## src/rtl/fpr_cdb_arbiter_if.sv

```systemverilog
`default_nettype none
// ============================================================================
// Module   : fpr_cdb_arbiter_if
// Brief    : Dispatch handshake and FPR CDB broadcast bundle between the FP
//            execute units and the CDB arbiter.
// Revision : 1.0
// ============================================================================
interface fpr_cdb_arbiter_if #(
    parameter int N_UNIT    = 3,
    parameter int ROB_WIDTH = 6
);
    typedef struct packed {
        logic                 valid;
        logic [ROB_WIDTH-1:0] tag;
        logic [31:0]          data;
    } cdb_t;

    logic [N_UNIT-1:0]           req_valid;
    logic [N_UNIT-1:0]           req_ready;
    logic [N_UNIT*ROB_WIDTH-1:0] unit_tag;
    logic [N_UNIT*32-1:0]        unit_result;
    cdb_t                        fpr_cdb;

    modport master (
        input  req_valid,
        input  unit_tag,
        input  unit_result,
        output req_ready,
        output fpr_cdb
    );

    modport slave (
        output req_valid,
        output unit_tag,
        output unit_result,
        input  req_ready,
        input  fpr_cdb
    );
endinterface
`default_nettype wire

```

## src/rtl/fpr_cdb_arbiter.sv

```systemverilog
`default_nettype none
// ============================================================================
// Module   : fpr_cdb_arbiter
// Brief    : Reserves fixed-latency CDB slots for FP execute units and
//            broadcasts {tag, result} when each granted op completes.
// Revision : 1.0
// ============================================================================
module fpr_cdb_arbiter #(
    parameter int                  N_UNIT    = 3,
    parameter int                  MAX_LAT   = 8,
    parameter logic [4*N_UNIT-1:0] LATENCY   = {4'd1, 4'd3, 4'd2},
    parameter int                  ROB_WIDTH = 6
) (
    input  wire logic         clk,
    input  wire logic         reset,
    fpr_cdb_arbiter_if.master bus
);

    localparam int c_PTR_W = (N_UNIT > 1) ? $clog2(N_UNIT) : 1;

    function automatic int lat_of(input int u);
        return int'(LATENCY[4*u +: 4]);
    endfunction

    logic [MAX_LAT:1]       r_slot_vld;
    logic [c_PTR_W-1:0]     r_slot_unit [1:MAX_LAT];
    logic [ROB_WIDTH-1:0]   r_slot_tag  [1:MAX_LAT];
    logic [c_PTR_W-1:0]     r_rr_ptr;

    logic [N_UNIT-1:0]      w_free;
    logic [N_UNIT-1:0]      w_elig;
    logic [N_UNIT-1:0]      w_grant;
    logic [c_PTR_W-1:0]     w_pos [N_UNIT];
    logic                   w_any;
    logic [c_PTR_W-1:0]     w_last_pos;
    logic [c_PTR_W-1:0]     w_rr_next;
    logic [31:0]            w_data;

    // A unit's landing slot is free after the shift if the entry behind it is empty.
    generate
        for (genvar gi = 0; gi < N_UNIT; gi++) begin : g_unit
            localparam int c_L = lat_of(gi);
            if (c_L < 1 || c_L > MAX_LAT) begin : g_bad_lat
                $error("fpr_cdb_arbiter: LATENCY of a unit is outside 1..MAX_LAT");
            end
            if (c_L >= MAX_LAT) begin : g_free_top
                assign w_free[gi] = 1'b1;
            end else begin : g_free_mid
                assign w_free[gi] = ~r_slot_vld[c_L+1];
            end
        end
    endgenerate

    assign w_elig = bus.req_valid & w_free;

    // Position of each unit in this cycle's round-robin scan (0 = first).
    always_comb begin
        for (int i = 0; i < N_UNIT; i++) begin
            if (c_PTR_W'(i) >= r_rr_ptr) begin
                w_pos[i] = c_PTR_W'(i) - r_rr_ptr;
            end else begin
                w_pos[i] = c_PTR_W'(i + N_UNIT) - r_rr_ptr;
            end
        end
    end

    always_comb begin
        w_grant    = '0;
        w_any      = 1'b0;
        w_last_pos = '0;
        w_rr_next  = r_rr_ptr;
        for (int i = 0; i < N_UNIT; i++) begin
            w_grant[i] = w_elig[i] & ~reset;
            for (int j = 0; j < N_UNIT; j++) begin
                if (j != i && lat_of(j) == lat_of(i) && w_elig[j] && w_pos[j] < w_pos[i]) begin
                    w_grant[i] = 1'b0;
                end
            end
        end
        for (int i = 0; i < N_UNIT; i++) begin
            if (w_grant[i] && (!w_any || w_pos[i] > w_last_pos)) begin
                w_any      = 1'b1;
                w_last_pos = w_pos[i];
                w_rr_next  = (i == N_UNIT - 1) ? '0 : c_PTR_W'(i + 1);
            end
        end
    end

    always_comb begin
        w_data = '0;
        for (int i = 0; i < N_UNIT; i++) begin
            if (r_slot_unit[1] == c_PTR_W'(i)) begin
                w_data = bus.unit_result[32*i +: 32];
            end
        end
    end

    assign bus.req_ready = w_grant;
    assign bus.fpr_cdb   = {r_slot_vld[1], r_slot_tag[1], w_data};

    always_ff @(posedge clk or posedge reset) begin
        if (reset) begin
            r_slot_vld <= '0;
            r_rr_ptr   <= '0;
            for (int k = 1; k <= MAX_LAT; k++) begin
                r_slot_unit[k] <= '0;
                r_slot_tag[k]  <= '0;
            end
        end else begin
            for (int k = 1; k < MAX_LAT; k++) begin
                r_slot_vld[k]  <= r_slot_vld[k+1];
                r_slot_unit[k] <= r_slot_unit[k+1];
                r_slot_tag[k]  <= r_slot_tag[k+1];
            end
            r_slot_vld[MAX_LAT] <= 1'b0;
            // Grants land after the shift; same-latency grants never collide.
            for (int i = 0; i < N_UNIT; i++) begin
                if (w_grant[i]) begin
                    r_slot_vld[lat_of(i)]  <= 1'b1;
                    r_slot_unit[lat_of(i)] <= c_PTR_W'(i);
                    r_slot_tag[lat_of(i)]  <= bus.unit_tag[ROB_WIDTH*i +: ROB_WIDTH];
                end
            end
            if (w_any) begin
                r_rr_ptr <= w_rr_next;
            end
        end
    end

endmodule
`default_nettype wire

```

## src/flat_wrapper.sv

```systemverilog
// flat-port wrapper written by rule: the top's interface ports become plain ports
module fpr_cdb_arbiter_flat 
#(
    parameter int                  N_UNIT    = 3,
    parameter int                  MAX_LAT   = 8,
    parameter logic [4*N_UNIT-1:0] LATENCY   = {4'd1, 4'd3, 4'd2},
    parameter int                  ROB_WIDTH = 6
)
  (clk, reset, bus_req_valid, bus_unit_tag, bus_unit_result, bus_req_ready, bus_fpr_cdb);
  fpr_cdb_arbiter_if #(.N_UNIT(N_UNIT), .ROB_WIDTH(ROB_WIDTH)) bus_i ();
  input  wire logic clk;
  input  wire logic reset;
  input wire logic [$bits(bus_i.req_valid)-1:0] bus_req_valid;
  input wire logic [$bits(bus_i.unit_tag)-1:0] bus_unit_tag;
  input wire logic [$bits(bus_i.unit_result)-1:0] bus_unit_result;
  output wire logic [$bits(bus_i.req_ready)-1:0] bus_req_ready;
  output wire logic [$bits(bus_i.fpr_cdb)-1:0] bus_fpr_cdb;
  assign bus_i.req_valid = bus_req_valid;
  assign bus_i.unit_tag = bus_unit_tag;
  assign bus_i.unit_result = bus_unit_result;
  assign bus_req_ready = bus_i.req_ready;
  assign bus_fpr_cdb = bus_i.fpr_cdb;
  fpr_cdb_arbiter #(.N_UNIT(N_UNIT), .MAX_LAT(MAX_LAT), .LATENCY(LATENCY), .ROB_WIDTH(ROB_WIDTH)) u_core (.clk(clk), .reset(reset), .bus(bus_i));
endmodule
```

## config.mk

```make
export PLATFORM = sky130hd
export DESIGN_NAME = fpr_cdb_arbiter_flat
export DESIGN_NICKNAME = d
export VERILOG_FILES = /design/src/rtl/fpr_cdb_arbiter_if.sv /design/src/rtl/fpr_cdb_arbiter.sv /design/src/flat_wrapper.sv
export SDC_FILE = /design/constraint.sdc
export NUM_CORES = 1
export LEC_CHECK = 0
export ABC_CLOCK_PERIOD_IN_PS = 2800
export CAP_MARGIN = 20
export CORE_MARGIN = 1
export CORE_UTILIZATION = 31
export DETAILED_ROUTE_END_ITERATION = 7
export PLACE_DENSITY = 0.86
export SKIP_CTS_REPAIR_TIMING = 1
export SLEW_MARGIN = 20
export SYNTH_ARGS = -nofsm -noshare
export SYNTH_HDL_FRONTEND = slang
export SYNTH_SLANG_ARGS = --single-unit
```

## constraint.sdc

```tcl
create_clock -name clk -period 2.8 [get_ports clk]
set_input_delay 0.56 -clock clk [delete_from_list [all_inputs] [get_ports clk]]
set_output_delay 0.56 -clock clk [all_outputs]
set_load 0.01 [all_outputs]
```

==> impl_results.md <==
- Setup slack on the worst flop-to-flop path: around 1.5 ns
- DRC violations left: 0
- Clock buffers created by TritonCTS: 3
- Share of flip-flops with an asynchronous set or reset: 100.0%
- Post-synth cell types: 13
- Final Core Density: about two thirds
- Clock network fraction of design power: roughly 22%
- Critical Path Max Stage Delay: 0.60 ns
- Iteration-0 DRC count of the detailed router: 14
- CTS Sinks: 24
- Top-area cell type share of the netlist area: 38.43%
- Minimum clock period after layout: roughly 2.7 ns
- Register clock-pin slew on the reported worst setup and hold paths: 0.08 ns
- Setup Total Neg Slack: 0 ns
- Final Hold Violating Endpoints: 0
- Flip-flop and latch count after synthesis: 24
- TritonCTS clock tree: done
- Unrepaired setup endpoints after global routing: no
- Net switching power: 0.2556 mW
- Worst Setup Slack post-DPL: 0.2623 ns
- Area of the core region: 4786 um2
- Synthesized area divided by synthesized cell count: between 10 and 15 um2
- End of the worst register-to-register path: u_core.bus.fpr_cdb[33]
- Sw Ratio: 24.22%
- Slew Viols, Final: 0
- Quantity of I/O buffers inserted on ports: 160
- DIE WIDTH: 73 um
- Root Buffer: clkbuf_8
- Initial core utilization: 32.65%
- Logic depth of the worst path, buffers included: 4
- Post-Syn Nets: roughly 250
- Actual slew at the worst max-slew pin: 0.3511 ns
- GRT Resource Usage Total: 21.17%
- Top FF cell, synth: dfrtp_1
- Number of global-route vias before repair: 1683
- Number of maximum-capacitance constraint violations: 0
- WP data required: 2.24 ns
- First-pass iteration count of the detailed router: 3
- Gate count of the mapped netlist: between 100 and 150
- Run status: complete, no violations
- Drt wl/cell: between 15 and 20 um
- Worst setup slack after layout: 0.1189 ns
- Number of H-tree branching levels: 1
- Total congestion overflow after global routing: 0
- Highest-delay cell along the critical path: clkdlybuf4s50_1
- Wire length of the first global-routing pass: approximately 8500 um
- Clock network latency to the later pin of the worst-skew pair: 0.26 ns
- Dpl hpwl: 4811 um
- Routed vias/inst: 4.716
- Worst setup startpoint: u_core.r_slot_unit[14]
- Number of placement rows: 25
- Category of the worst setup path launch point: register
- Crit. End Element: primary output
- Cells traversed along the worst timing path: buf_4 > mux2i_1 > o2bb2ai_1 > clkdlybuf4s50_1
- ANT cells: 0
- Peak supply drop: 0.2838 mV
- Final antenna-violating net count: 0
- Combinational fraction of design power: 42.4%
- Setup violations, final: 0
- Die Span Y: 73 um
- Antenna violations before repair: 0
- Total standard cell area after synthesis: between 1500 and 2000 um2
- Gate family responsible for the most delay along the worst path: buffers and inverters
- Post-Route Skew: 0.006538 ns
- Critical register-to-register path startpoint: u_core.r_slot_vld[2]
- Start-to-end type of the worst setup path: reg -> out
- Count of warnings emitted by yosys: 8
- Wire length reported by the detailed router: 5682 um
- Cell internal pwr: 0.7998 mW
- Vias: roughly 1700
- Depth of the worst register-to-register path: 3
- Tcrit/Tclk final: 95.75%
- Weighted congestion reported at the end of routability-driven placement: 0.7684
- Number of enable-type register cells in the synthesized netlist: 0
- IO Pins: about 160
- Ratio of cells with drive above 1 in the final layout: just under 10%
- Data arrival time of the worst path: 2.12 ns
- Maximum number of pins on one net before global-route repair: 33
- CP Capture Point: bus_fpr_cdb[0]
- Largest fanout on the critical path: 19
- Worst Hold Class: reg -> reg
- Layout area overhead: 108.8%
- Hold slack final: approximately 0.47 ns
- Sequential power share: 36.1%
- Post-route total power: 1.055 mW
- Headroom to the max-slew limit: 76.60%
- Sequential share of the synthesized area: 38.43%
- Max Clock Freq: 0.3730 GHz
- Die area: 5329 um2
- Largest cells by area after synthesis: dfrtp_1 (38%), mux2i_1 (20%), o2bb2ai_1 (18%)
- Static leakage: 1.275 nW
- Longest Clk Path Bufs: 2
- Final layout net count: 405
- Cell area power density: 323.4 nW/um2
- Most frequent cells after synthesis: mux2i_1 (32), o2bb2ai_1 (32), dfrtp_1 (24)
- Area leader, netlist: dfrtp_1
- CP Buf/Inv Count: 2
[logic make-up (layout without fill, tap and decap cells)]
kind of cell,Yosys count,in the layout,synth area share [%]
AOI/OAI and AO/OA,34,34,18.89
buffers and inverters,21,172,7.366
DFF,24,24,38.43
muxes,44,44,29.14
and+or+nand+nor,11,11,6.165
[worst reg2reg max path, stage by stage, from the launching register on]
cell and delay, ns:
dfrtp_1 0.41, nor3b_4 0.24, buf_4 0.20, mux2_2 0.34
[final cells by class]
class | count | area [um2]
Inverter | 1 | 3.754
Clock buffer | 4 | 55.05
Sequential cell | 24 | 604.3
Fill cell | 394 | 1523
Timing Repair Buffer | 167 | 1667
Tap cell | 67 | 83.83
Multi-Input combinational cell | 89 | 849.6
[power by group through the flow]
stage	Combinational (mW)	Clock, mW	Sequential [mW]
finish	0.447	0.227	0.381
CTS	0.452	0.233	0.381
detailed placement	0.451	0	0.388
floorplan	0.161	0	0.380
global placement	0.442	0	0.387
global route	0.477	0.248	0.384
[state kept, by name (all words and copies together), names as in the netlist]
signal,cells
u_core.r_slot_tag,12
u_core.r_slot_vld,2
u_core.r_slot_unit,4
u_core.bus.fpr_cdb,6
[worst min path at each step]
stage                     depth (start not counted)                      to              startpoint  slack [ns]
after floorplan                                   1  u_core.r_slot_unit[14]  u_core.r_slot_unit[12]        0.45
after global placement                            1  u_core.r_slot_unit[14]  u_core.r_slot_unit[12]        0.45
after detailed placement                          1  u_core.r_slot_unit[14]  u_core.r_slot_unit[12]        0.46
after CTS                                         1  u_core.r_slot_unit[14]  u_core.r_slot_unit[12]        0.48
after global routing                              1  u_core.bus.fpr_cdb[36]   u_core.r_slot_tag[40]        0.49
final                                             1  u_core.r_slot_unit[14]  u_core.r_slot_unit[12]        0.47
[per-layer routing]
layer	global-route usage [%]	vias up	routed length [um]
met5	0	-	0
met4	11.55	0	252
met3	5.387	21	497
met2	38.58	92	2874
met1	22.05	746	2058
li1	-	801	-
[metrics by stage]
| step | instance area (um2) | std cells |
|---|---|---|
| final | 3263 | 352 |
| after floorplan | 1563 | 134 |
| after global placement | 3206 | 348 |
| after detailed placement | 3206 | 348 |
| after global routing | 3263 | 352 |
| after CTS | 3261 | 352 |
[layout by cell type (no fill, tap or decap)]
| master | count |
|---|---|
| inv_1 | 1 |
| nor3b_4 | 2 |
| nor2b_2 | 1 |
| nor2b_1 | 1 |
| o2bb2ai_1 | 32 |
| and2_1 | 6 |
| buf_12 | 1 |
| a21o_1 | 2 |
| clkbuf_8 | 4 |
| mux2_2 | 12 |
| dfrtp_4 | 1 |
| clkdlybuf4s50_1 | 160 |
| mux2i_1 | 32 |
| and2b_2 | 1 |
| buf_4 | 6 |
| dfrtp_1 | 23 |
Power figures use the tool's default switching activity.
